$ cat src/rtl/fetch_pkg.sv
// Shared types and constants for the instruction fetch stage and its consumers.
package fetch_pkg;

  localparam int unsigned INSTR_W = 32;
  localparam int unsigned XLEN    = 32;

  localparam logic [XLEN-1:0] PC_STEP          = 32'd4;
  localparam logic [XLEN-1:0] DEFAULT_RESET_PC = 32'h0000_0000;
  localparam logic [XLEN-1:0] PC_ALIGN_MASK    = 32'hFFFF_FFFC;

  typedef struct packed {
    logic [INSTR_W-1:0] instr;
    logic [XLEN-1:0]    pc;
  } fetch_entry_t;

  function automatic logic [XLEN-1:0] pc_align(input logic [XLEN-1:0] pc);
    return pc & PC_ALIGN_MASK;
  endfunction

endpackage

$ cat src/rtl/fetch_fifo.sv
// In-order buffer of fetched {instr, pc} entries; flush wins over a same-cycle push.
module fetch_fifo
  import fetch_pkg::*;
#(
  parameter  int unsigned DEPTH = 2,
  localparam int unsigned CNT_W = $clog2(DEPTH) + 1
) (
  input  logic             clk_i,
  input  logic             rst_ni,
  input  logic             push_i,
  input  logic             pop_i,
  input  logic             flush_i,
  input  fetch_entry_t     wdata_i,
  output fetch_entry_t     rdata_o,
  output logic [CNT_W-1:0] count_o,
  output logic             empty_o,
  output logic             full_o
);

  localparam int unsigned PTR_W = $clog2(DEPTH);

  fetch_entry_t     r_mem [DEPTH];
  logic [PTR_W-1:0] r_wptr;
  logic [PTR_W-1:0] r_rptr;
  logic [CNT_W-1:0] r_count;

  always_ff @(posedge clk_i or negedge rst_ni) begin
    if (!rst_ni) begin
      r_wptr  <= '0;
      r_rptr  <= '0;
      r_count <= '0;
      for (int i = 0; i < DEPTH; i++) begin
        r_mem[i] <= '0;
      end
    end else if (flush_i) begin
      r_wptr  <= '0;
      r_rptr  <= '0;
      r_count <= '0;
    end else begin
      // Pointers wrap naturally because DEPTH is a power of two.
      if (push_i) begin
        r_mem[r_wptr] <= wdata_i;
        r_wptr        <= r_wptr + PTR_W'(1);
      end
      if (pop_i) begin
        r_rptr <= r_rptr + PTR_W'(1);
      end
      r_count <= r_count + CNT_W'(push_i) - CNT_W'(pop_i);
    end
  end

  assign rdata_o = r_mem[r_rptr];
  assign count_o = r_count;
  assign empty_o = (r_count == '0);
  assign full_o  = (r_count == CNT_W'(DEPTH));

  a_no_overflow: assert property (@(posedge clk_i) disable iff (!rst_ni)
    !(push_i && !pop_i && !flush_i && full_o));
  a_no_underflow: assert property (@(posedge clk_i) disable iff (!rst_ni)
    !(pop_i && !flush_i && empty_o));

endmodule

$ cat src/rtl/fetch_unit.sv
// Fetch stage: sequential PC generation, credit-limited imem requests, in-order
// response buffering, and redirect handling that drops stale in-flight responses.
module fetch_unit
  import fetch_pkg::*;
#(
  parameter logic [31:0] RESET_PC   = DEFAULT_RESET_PC,
  parameter int unsigned FIFO_DEPTH = 2
) (
  input  logic        clk_i,
  input  logic        rst_ni,
  output logic        imem_req_o,
  output logic [31:0] imem_addr_o,
  input  logic        imem_gnt_i,
  input  logic        imem_rvalid_i,
  input  logic [31:0] imem_rdata_i,
  input  logic        redirect_i,
  input  logic [31:0] redirect_pc_i,
  output logic        instr_valid_o,
  input  logic        instr_ready_i,
  output logic [31:0] instr_o,
  output logic [31:0] instr_pc_o,
  output logic [31:0] instr_pc_next_o
);

  localparam int unsigned      CNT_W = $clog2(FIFO_DEPTH) + 1;
  localparam logic [CNT_W:0]   CAP   = (CNT_W + 1)'(FIFO_DEPTH);

  logic [XLEN-1:0]  r_pc;
  logic [XLEN-1:0]  r_resp_pc;
  logic [CNT_W-1:0] r_out;
  logic [CNT_W-1:0] r_discard;

  logic [CNT_W-1:0] w_fifo_count;
  logic             w_fifo_empty;
  logic             w_fifo_full;
  logic [CNT_W:0]   w_inflight;
  logic             w_req;
  logic             w_fire;
  logic             w_push;
  logic             w_drop;
  logic             w_pop;
  logic [XLEN-1:0]  w_redirect_pc;
  fetch_entry_t     w_push_entry;
  fetch_entry_t     w_head;

  // Handshakes: an imem request counts only in a cycle with imem_req_o && imem_gnt_i
  // and may be withdrawn without a grant; an instruction transfers to decode in a
  // cycle with instr_valid_o && instr_ready_i, and the head is held while valid && !ready.
  assign w_inflight    = {1'b0, w_fifo_count} + {1'b0, r_out};
  assign w_req         = rst_ni && (w_inflight < CAP) && !redirect_i;
  assign w_fire        = w_req && imem_gnt_i;
  assign w_drop        = imem_rvalid_i && (r_discard != '0);
  assign w_push        = imem_rvalid_i && (r_discard == '0);
  assign w_pop         = instr_valid_o && instr_ready_i;
  assign w_redirect_pc = pc_align(redirect_pc_i);
  assign w_push_entry  = '{instr: imem_rdata_i, pc: r_resp_pc};

  always_ff @(posedge clk_i or negedge rst_ni) begin
    if (!rst_ni) begin
      r_pc      <= RESET_PC;
      r_resp_pc <= RESET_PC;
      r_out     <= '0;
      r_discard <= '0;
    end else if (redirect_i) begin
      // Everything still outstanding after this edge belongs to the old path.
      r_pc      <= w_redirect_pc;
      r_resp_pc <= w_redirect_pc;
      r_out     <= r_out - CNT_W'(imem_rvalid_i);
      r_discard <= r_out - CNT_W'(imem_rvalid_i);
    end else begin
      if (w_fire) begin
        r_pc <= r_pc + PC_STEP;
      end
      if (w_push) begin
        r_resp_pc <= r_resp_pc + PC_STEP;
      end
      if (w_drop) begin
        r_discard <= r_discard - CNT_W'(1);
      end
      r_out <= r_out + CNT_W'(w_fire) - CNT_W'(imem_rvalid_i);
    end
  end

  fetch_fifo #(
    .DEPTH (FIFO_DEPTH)
  ) u_fifo (
    .clk_i   (clk_i),
    .rst_ni  (rst_ni),
    .push_i  (w_push),
    .pop_i   (w_pop),
    .flush_i (redirect_i),
    .wdata_i (w_push_entry),
    .rdata_o (w_head),
    .count_o (w_fifo_count),
    .empty_o (w_fifo_empty),
    .full_o  (w_fifo_full)
  );

  assign imem_req_o      = w_req;
  assign imem_addr_o     = r_pc;
  assign instr_valid_o   = !w_fifo_empty && !redirect_i;
  assign instr_o         = w_head.instr;
  assign instr_pc_o      = w_head.pc;
  assign instr_pc_next_o = w_head.pc + PC_STEP;

  // Credit invariant: a full buffer implies no request is still outstanding.
  a_credit_cap: assert property (@(posedge clk_i) disable iff (!rst_ni)
    w_inflight <= CAP);
  a_full_no_out: assert property (@(posedge clk_i) disable iff (!rst_ni)
    !(w_fifo_full && (r_out != '0)));

endmodule

$ cat config.mk
export PLATFORM = sky130hd
export DESIGN_NAME = fetch_unit
export DESIGN_NICKNAME = d
export VERILOG_FILES = /design/src/rtl/fetch_pkg.sv /design/src/rtl/fetch_fifo.sv /design/src/rtl/fetch_unit.sv
export SDC_FILE = /design/constraint.sdc
export NUM_CORES = 1
export LEC_CHECK = 0
export ABC_AREA = 1
export CAP_MARGIN = 0
export CORE_ASPECT_RATIO = 0.8
export CORE_MARGIN = 4
export CORE_UTILIZATION = 53
export CTS_CLUSTER_DIAMETER = 60
export DETAILED_ROUTE_END_ITERATION = 10
export GPL_TIMING_DRIVEN = 0
export PLACE_DENSITY_LB_ADDON = 0.2
export SLEW_MARGIN = 10
export SYNTH_ARGS = -nofsm -noshare
export SYNTH_HDL_FRONTEND = slang
export SYNTH_SLANG_ARGS = --single-unit
$ cat constraint.sdc
create_clock -name clk_i -period 2.8 [get_ports clk_i]
set_input_delay 0.28 -clock clk_i [delete_from_list [all_inputs] [get_ports clk_i]]
set_output_delay 0.28 -clock clk_i [all_outputs]
set_load 0.01 [all_outputs]
==> results.yml, run 1 <==
sta:
  setup_viol: 2
  slew_viol_final: 0
  min_period_over_period: 1.05
  worst_slew_pin_slew_ns: 0.826
  finClkSkew_ns: 0.0110
  rsz0062_at_grt: "true"
  min_period_ns: 2.93
  slew_headroom: 0.449
  fin_ws_ns: -0.128
  setup-tns-final_ns: -0.228
  finalHoldViolations: 0
  max_freq_mhz: 342
floorplanning:
  ios: 200
  num_rows: 46
  core_um2: 20100
  die_area_um2: 23100
  initial_core_util: 0.547
  die_y_um: 137
  die_w_um: 169
run:
  maxCapViolCount: 0
critical_path:
  required_ns: 2.52
  arrival_ns: 2.65
  end_kind: "output pin"
  crit_type: "flop to output pin"
  worstSetupStartpointType: "flop"
  crit_fanout: 10
synthesis:
  yosysWarnings: 0
  synthDistinctLibCells: 43
  synth_area_um2: 11000
  synth_seq_area_share: 0.437
  synth_edf_count: 0
  synth_top_flop_cell: "dfrtp_1"
  synth_cells: 1469
  async_flop_share: 1.00
  ys_ff_latch: 192
  syn_area_per_cell_um2: 7.48
power_and_ir_drop:
  seqPwrFrac: 0.319
  clockPowerShare: 0.174
  switching_share: 0.408
  p_sw_uw: 5710
  power_leakage_uw: 0.00659
  p_per_area_nw_per_um2: 980
  ir_drop_mv: 0.725
  combPwrFrac: 0.507
  intPower_uw: 8260
detailed_routing:
  routedWlPerCell_um: 16.7
  avgViaCountPerCell: 5.46
  firstDrtPassIters: 6
  ant_nets: 0
  drc: 0
  vias: 10800
  drt_iter0_drc: 947
  routed_wl_mm: 33.2
placed_design:
  port_buffers: 190
  place.gp.congestion: 0.897
  dp.cells: 1929
  hpwl_mm: 24.4
cts:
  path_clk_slew_ns: 0.07
  cts_tree: "done"
  numCtsBuffers: 17
  cts_max_level: 4
  clock-sinks: 192
  clk-insertion-delay-late_ns: 0.44
  clock_path_buffers: 2
  cts_root_buffer: "clkbuf_16"
layout:
  fillers: 1616
  drive_gt1_frac: 0.110
  layout.cells.non_filler: 1985
  diodes: 0
  final_nets: 1788
  areaGrowthSynthToFinish_pct: 29.8
status:
  status: "finished, violations left"
  violations: "setup timing"
global_route:
  antenna_found_initial: 0
  grt_pass1_wl_mm: 53.3
  grt_max_degree: 104
  grt_pass1_vias: 10600
  grt_use_total: 0.288
  grt-ovfl-total: 0
  use_met2: 0.460
  grt_busiest_layer: "met2"
  gr-usage-met3: 0.0583
  met1_usage: 0.401
hold_path:
  hp-class: "primary input to flop"
==> sequential cells by signal (all words and copies together), names as in the netlist <==
register and flops:
imem_addr_o 30, u_fifo.r_rptr 1, r_discard 2, u_fifo.r_wptr 1, u_fifo.r_mem 124, r_resp_pc 30, r_out 2, u_fifo.count_o 2
==> repair_timing <==
action,in CTS,in global routing
setup buffers,17,6
gates resized for setup,67,59
pin swaps,10,7
hold buffers,1,0
endpoints found under the setup margin,44,45
hold endpoints to repair,89,0
==> layout by cell type, fill, tap and decap left out, types with 7 or more instances in the layout <==
cell / instances
clkbuf_16: 17
nand2_1: 441
o21ai_2: 8
nor2_2: 12
nor3_1: 10
nand3_1: 67
ha_1: 8
buf_4: 29
nand4_1: 10
nand3b_1: 10
dlygate4sd2_1: 8
o211ai_1: 17
nor2_1: 128
o21ai_0: 171
dfrtp_1: 192
clkbuf_2: 9
clkdlybuf4s50_1: 163
nor2_4: 9
mux2_2: 32
xor2_1: 35
clkbuf_1: 29
buf_6: 10
a21oi_4: 9
buf_2: 9
nand2_2: 7
a21oi_1: 11
o21ai_4: 9
inv_1: 178
==> synthesized netlist by cell type, drive strengths merged (2+ instances only) <==
master | n | area share
nand2 | 449 | 0.15
dfrtp | 192 | 0.44
o21ai | 191 | 0.090
inv | 180 | 0.061
nor2 | 149 | 0.055
nand3 | 67 | 0.031
xor2 | 35 | 0.028
mux2 | 32 | 0.033
buf | 31 | 0.019
clkbuf | 30 | 0.010
a21oi | 23 | 0.019
o211ai | 17 | 0.012
nand3b | 10 | 0.0068
nand4 | 10 | 0.0057
nor3 | 10 | 0.0046
ha | 9 | 0.010
o21bai | 6 | 0.0041
o221ai | 5 | 0.0040
a22oi | 4 | 0.0027
xnor2 | 4 | 0.0032
and2 | 3 | 0.0017
a31oi | 2 | 0.0011
nor3b | 2 | 0.0014
==> metal layers <==
metal  part of all wire  vias up  wire length, µm
met5                  0        -                0
met4              0.024        0              783
met3              0.086       74             2860
met2               0.45      483            14900
met1               0.44     5152            14700
li1                   -     5139                -
==> layout make-up <==
type | instances | area [µm²] | area share
buffer | 61 | 375 | 0.0263
timing repair buffer | 215 | 2070 | 0.145
inverter | 181 | 679 | 0.0477
clock buffer | 17 | 425 | 0.0298
multi-input combinational | 1040 | 5400 | 0.379
sequential | 192 | 4800 | 0.337
clock inverter | 15 | 164 | 0.0115
tap | 264 | 330 | 0.0232
==> kinds of logic (layout without fill, tap and decap cells) <==
group,Yosys count,count (layout),share of synthesized area
muxes,32,32,0.0328
DFF,192,192,0.437
other,1,6,0.000341
AOI/OAI and AO/OA,251,251,0.135
and+or+nand+nor,702,702,0.260
buffers and inverters,242,489,0.0913
xor gates and xnor gates,39,39,0.0311
adders and majority gates,10,10,0.0121
==> worst paths after layout <==
path	endpoint	startpoint	cells after the start	slack, ns
worst max-delay path	instr_pc_next_o[13]	u_fifo.r_rptr	10	-0.13
worst min-delay path	imem_addr_o[4]	redirect_i	4	0.29
worst max register to register	r_out[1]	r_out[0]	12	0.20
worst min register to register	u_fifo.r_mem[40]	u_fifo.r_mem[40]	2	0.48
max in group asynchronous	u_fifo.r_mem[17]	rst_ni	3	1.42
min in group asynchronous	u_fifo.r_mem[56]	rst_ni	2	0.45
==> power by group through the flow <==
| stage | clock (µW) | combinational, µW | sequential [µW] |
|---|---|---|---|
| final | 2430 | 7080 | 4460 |
| after global routing | 2570 | 7720 | 4580 |
| after CTS | 2440 | 6930 | 4430 |
| after detailed placement | 0 | 6660 | 4470 |
| after global placement | 0 | 6490 | 4420 |
| after floorplan | 0 | 3630 | 4320 |
==> worst max-delay path, cell delays in order, from the launching register on <==
cell             delay [ns]
dfrtp_1                0.34
buf_6                  0.15
buf_12                 0.17
nor2_1                 0.07
a21oi_2                0.20
nand2_1                0.12
nor2_2                 0.16
nand2_1                0.14
nor2_4                 0.16
xor2_1                 0.15
clkdlybuf4s50_1        0.55
==> per-stage QoR <==
stage / cell area [µm²] / power (µW) / worst slack (ns) / utilization / hold WS (ns)
after floorplan: 11000 / 7950 / 0.462 / - / -0.0156
after global placement: 13200 / 10900 / -6.65 / 0.659 / 0.460
after detailed placement: 13300 / 11100 / -0.104 / 0.661 / 0.348
after CTS: 14100 / 13800 / -0.128 / 0.704 / 0.273
after global routing: 14300 / 14900 / -0.249 / 0.710 / 0.358
final: 14300 / 14000 / -0.128 / 0.710 / 0.286
No activity file was read; power rests on OpenSTA's default activity.
==> run 2, diff against run 1 <==
Settings changed: GPL_TIMING_DRIVEN 0 to not set.
==> run 2 against run 1 <==
- combinational power up 3.5%
- core utilization increased by 0.98 points
- global-route usage down 2.0 points
- register-to-register slack better by 0.16 ns
- maximum frequency down 0.57%
- non-clock buffer count shrank 15
- die area stayed put
- first-iteration DRC count rose by 7.9%
- total power up 1.9%
- routed wire length down 5.9%
- the flow still finishes with violations (setup timing)
- worst setup slack worse by 0.017 ns
- critical path type unchanged
- largest power group unchanged
==> results.yml, run 2 (same netlist as run 1, synthesis figures left out) <==
layout:
  areaGrowthSynthToFinish_pct: 31.6
  seq_area_um2: 4810
  final_nets: 1773
  drive_gt1_frac: 0.147
  layout_common_cells: "nand2_1, dfrtp_1, inv_1"
  layout_commonest_cell: "nand2_1"
  largest_reg_flops: 124
  multiInputGateArea_um2: 5600
  fillers: 1550
  regMostFlops: "u_fifo.r_mem"
  final_core_util: 0.720
  diodes: 0
detailed_routing:
  routed_wl_mm: 31.3
  drc: 0
  drt_iter0_drc: 1022
  routedWlPerCell_um: 15.9
  wl_met3_mm: 2.52
  met1Wirelength_mm: 14.1
  avgViaCountPerCell: 5.40
  firstDrtPassIters: 5
  top_layer: "met4"
  vias: 10600
  ant_nets: 0
  met2_length_mm: 13.9
sta:
  finClkSkew_ns: 0.0112
  max_freq_mhz: 340
  slew_headroom: 0.288
  fin_ws_ns: -0.145
  slew_viol_final: 0
  rsz0062_at_grt: "true"
  min_period_over_period: 1.05
  min_period_ns: 2.94
  finalHoldViolations: 0
  worst_slew_pin_slew_ns: 1.07
  setup_viol: 8
power_and_ir_drop:
  p_per_area_nw_per_um2: 985
  intPower_uw: 8490
  seqPwrFrac: 0.316
  clockPowerShare: 0.170
  p_sw_uw: 5750
  ir_drop_mv: 0.772
  power_leakage_uw: 0.00677
  total_power_uw: 14200
  switching_share: 0.404
  combPwrFrac: 0.515
critical_path:
  crit_chain: "buf_8, buf_4, buf_6, nand2_4, o21ai_4, ha_4, buf_4, nand2_2, nor2_4, inv_2, nor2_4, buf_4, nand3_1, nand2_1, nand2_1, clkbuf_2"
  required_ns: 2.52
  r2r_start: "r_out[0]"
  crit_start: "u_fifo.r_rptr"
  end_kind: "output pin"
  crit_type: "flop to output pin"
  crit_fanout: 7
  r2r_end: "imem_addr_o[18]"
  worstSetupStartpointType: "flop"
  r2r_cells: 10
  cpMostUsedCell: "buf_4"
  reg2reg_setup_slack_ns: 0.36
  critPathMaxStageDelay_ns: 0.49
  arrival_ns: 2.66
  crit_end: "instr_pc_next_o[26]"
  crit_path_top_delay_cell: "dfrtp_4"
floorplanning:
  num_rows: 46
  die_y_um: 137
  initial_core_util: 0.547
  core_um2: 20100
  ios: 200
  die_w_um: 169
  die_area_um2: 23100
global_route:
  grt_use_total: 0.267
  antenna_found_initial: 0
  grt_max_degree: 193
  grt_pass1_vias: 10100
  grt-ovfl-total: 0
  grt_pass1_wl_mm: 50.1
status:
  status: "finished, violations left"
  violations: "setup timing"
cts:
  cts_max_level: 4
  clock_path_buffers: 2
  path_clk_slew_ns: 0.08
  cts_root_buffer: "clkbuf_16"
  clk-insertion-delay-late_ns: 0.43
  cts_tree: "done"
  clock-sinks: 192
  numCtsBuffers: 17
placed_design:
  hpwl_mm: 21.5
  port_buffers: 191
  place.gp.congestion: 0.943
hold_path:
  hp-class: "primary input to asynchronous set/reset pin"
run:
  maxCapViolCount: 0
run 2: how the worst min path moves through the flow:
| stage | end | slack, ns | depth (start not counted) |
|---|---|---|---|
| floorplan | imem_addr_o[10] | -0.02 | 0 |
| global placement | u_fifo.r_mem[54] | 0.46 | 2 |
| detailed placement | u_fifo.r_mem[41] | 0.47 | 2 |
| CTS | u_fifo.r_mem[55] | 0.15 | 2 |
| global route | u_fifo.r_mem[55] | 0.17 | 2 |
| finish | r_discard[0] | 0.03 | 2 |
run 2: worst max-delay path: cells and delay by family (launching register included):
family | cells | cell delay (ns)
compound gates | 1 | 0.10
buf+inv | 7 | 0.80
flops | 1 | 0.49
simple gates | 7 | 0.68
fa+ha+maj | 1 | 0.17
run 2: cell type report:
| class | count | share of cell area |
|---|---|---|
| Clock buffer | 17 | 0.0294 |
| Tap cell | 264 | 0.0229 |
| Clock inverter | 15 | 0.0114 |
| Multi-Input combinational cell | 1040 | 0.387 |
| Inverter | 181 | 0.0470 |
| Sequential cell | 192 | 0.333 |
| Timing Repair Buffer | 261 | 0.169 |
run 2: metal layers:
layer	global-route usage	up-vias
met2	0.415	462
li1	-	5097
met1	0.387	5023
met4	0.0805	0
met5	0	-
met3	0.0479	64
run 2: power by group through the flow:
stage / clock network [µW] / logic, µW / registers (µW)
CTS: 2450 / 6900 / 4460
detailed placement: 0 / 6580 / 4510
global placement: 0 / 6430 / 4450
floorplan: 0 / 3630 / 4320
global route: 2570 / 8000 / 4620
finish: 2420 / 7330 / 4490
run 2: metrics by stage:
stage / instances / worst slack (ns) / setup TNS [ns] / hold slack (ns) / area [µm²]
floorplan: 1474 / 0.462 / 0 / -0.0156 / 11000
global placement: 1897 / -0.00820 / -0.0158 / 0.460 / 13200
detailed placement: 1897 / -0.00227 / -0.00227 / 0.469 / 13200
CTS: 1944 / -0.246 / -1.64 / 0.153 / 14000
global route: 1970 / -0.276 / -2.73 / 0.166 / 14500
finish: 1970 / -0.145 / -0.492 / 0.0290 / 14500
run 2: what timing repair did:
action	CTS	global route
endpoints found under the setup margin	27	26
hold buffers	0	0
cloned	1	0
endpoints found under the hold margin	0	0
setup buffers	14	27
resized for setup	51	127
pin swaps	7	24
==> run 3, diff against run 2 <==
Settings changed: CORE_MARGIN 4 to 1.5, CORE_UTILIZATION 53 to 55.
Clock period 2.8 ns to 3.69 ns, I/O delays scaled along.
==> run 3 against run 2 <==
- the run now ends clean
- global-route usage increased by 1.3 points
- core utilization down 2.2 points
- routed wire length fell by 9.4%
- flip-flop and latch count unchanged
- critical path type unchanged
==> results.yml, run 3 (same netlist as run 1, synthesis figures left out) <==
status:
  status: "finished, final reports clean"
layout:
  drive_gt1_frac: 0.0715
  areaGrowthSynthToFinish_pct: 24.9
  regMostFlops: "u_fifo.r_mem"
  diodes: 0
  largest_reg_flops: 124
  layout_common_cells: "nand2_1, dfrtp_1, clkdlybuf4s50_1"
  final_nets: 1718
  layout_commonest_cell: "nand2_1"
  fillers: 1660
  final_cell_area_um2: 13700
critical_path:
  crit_type: "flop to output pin"
  crit_path_top_delay_cell: "dfrtp_4"
  crit_chain: "buf_4, o21ai_1, nand2_1, nor2_1, nand2_1, nor2_1, nand3b_1, nand2_1, clkdlybuf4s50_1"
  reg2reg_setup_slack_ns: 0.72
  crit_start: "u_fifo.r_rptr"
  critPathMaxStageDelay_ns: 0.61
  cpMostUsedCell: "nand2_1"
  crit_fanout: 29
  required_ns: 3.32
  r2r_start: "u_fifo.count_o[0]"
  end_kind: "output pin"
  cpLargestDelayFamily: "buffers and inverters"
  arrival_ns: 3.09
  worstSetupStartpointType: "flop"
  path_buf_inv: 2
global_route:
  grt_pass1_wl_mm: 46.4
  grt_pass1_vias: 9349
  antenna_found_initial: 0
  grt_use_total: 0.280
  grt-ovfl-total: 0
  grt_max_degree: 193
floorplanning:
  die_w_um: 161
  num_rows: 46
  ios: 200
  core_um2: 19700
  die_area_um2: 20800
  die_y_um: 129
  initial_core_util: 0.558
detailed_routing:
  routed_wl_mm: 28.4
  routedWlPerCell_um: 14.8
  drt_iter0_drc: 747
  firstDrtPassIters: 5
  avgViaCountPerCell: 5.27
  vias: 10100
  drc: 0
  ant_nets: 0
placed_design:
  port_buffers: 191
  hpwl_mm: 20.5
  place.gp.congestion: 0.909
  placed_cell_area_um2: 13100
sta:
  max_freq_mhz: 289
  min_period_ns: 3.46
  min_period_over_period: 0.937
  worst_slew_pin_slew_ns: 1.03
  setup_viol: 0
  setup-tns-final_ns: 0
  rsz0062_at_grt: "false"
  slew_headroom: 0.311
  finalHoldViolations: 0
  slew_viol_final: 0
  finClkSkew_ns: 0.0101
cts:
  cts_setup_buffers: 0
  clock_path_buffers: 2
  cts_root_buffer: "clkbuf_16"
  clock-sinks: 192
  clk-insertion-delay-late_ns: 0.43
  hold_buffers: 0
  numCtsBuffers: 17
  cts_tree: "done"
  path_clk_slew_ns: 0.07
  cts_max_level: 4
run:
  maxCapViolCount: 0
power_and_ir_drop:
  ir_drop_mv: 0.441
  p_per_area_nw_per_um2: 744
  power_leakage_uw: 0.00626
hold_path:
  hp-class: "primary input to asynchronous set/reset pin"
[run 3: final cells by class]
type                    instances  area, µm²  share of cell area
clock buffers                  17        425              0.0310
inverters                     181        679              0.0495
well taps                     264        330              0.0241
clock inverters                15        196              0.0143
multi-input cells            1040       5210               0.380
repair buffers                206       2070               0.151
flip-flops and latches        192       4810               0.350
[run 3: worst paths after layout]
| check | end | depth (start not counted) |
|---|---|---|
| max in group asynchronous | u_fifo.r_rptr | 2 |
| worst max-delay path | instr_pc_next_o[28] | 9 |
| worst min-delay path | u_fifo.r_mem[125] | 2 |
| worst max register to register | imem_addr_o[17] | 10 |
| min in group clk_i | u_fifo.r_mem[42] | 2 |
| worst min register to register | u_fifo.r_mem[42] | 2 |
[run 3: timing repair]
item,in CTS,in global routing
hold endpoints to repair,0,0
endpoints found under the setup margin,0,8
resized for setup,0,1
[run 3: stage by stage]
| step | worst slack, ns | hold slack, ns | total power, µW | util | instances |
|---|---|---|---|---|---|
| 2_1_floorplan | 1.35 | 0.0734 | 6030 | - | 1474 |
| 6_report | 0.232 | 0.136 | 10200 | 0.697 | 1915 |
| 5_1_grt | 0.0187 | 0.237 | 10900 | 0.697 | 1915 |
| 3_5_place_dp | 0.653 | 0.468 | 8250 | 0.665 | 1883 |
| 4_1_cts | 0.180 | 0.241 | 10300 | 0.697 | 1915 |
| 3_3_place_gp | 0.685 | 0.460 | 8090 | 0.665 | 1883 |
[run 3: worst reg2reg max path, delay by kind of cell (launching register included)]
kind                       cells  cell delay (ns)
adders and majority gates      1             0.44
DFF                            1             0.42
AOI/OAI and AO/OA              1             0.15
buffers and inverters          2             0.44
and+or+nand+nor                6             1.40
[run 3: report_power, final]
part | switching [µW] | internal (µW)
combinational | 2520 | 2330
sequential | 557 | 2850
clock | 869 | 1090
[run 3: metal layers]
| layer | routed length (µm) | GRT usage | share of wire | vias to the layer above |
|---|---|---|---|---|
| li1 | - | - | - | 5000 |
| met1 | 13500 | 0.412 | 0.48 | 4684 |
| met2 | 12500 | 0.436 | 0.44 | 392 |
| met3 | 2060 | 0.0515 | 0.073 | 18 |
| met4 | 288 | 0.0566 | 0.010 | 0 |
| met5 | 0 | 0 | 0 | - |
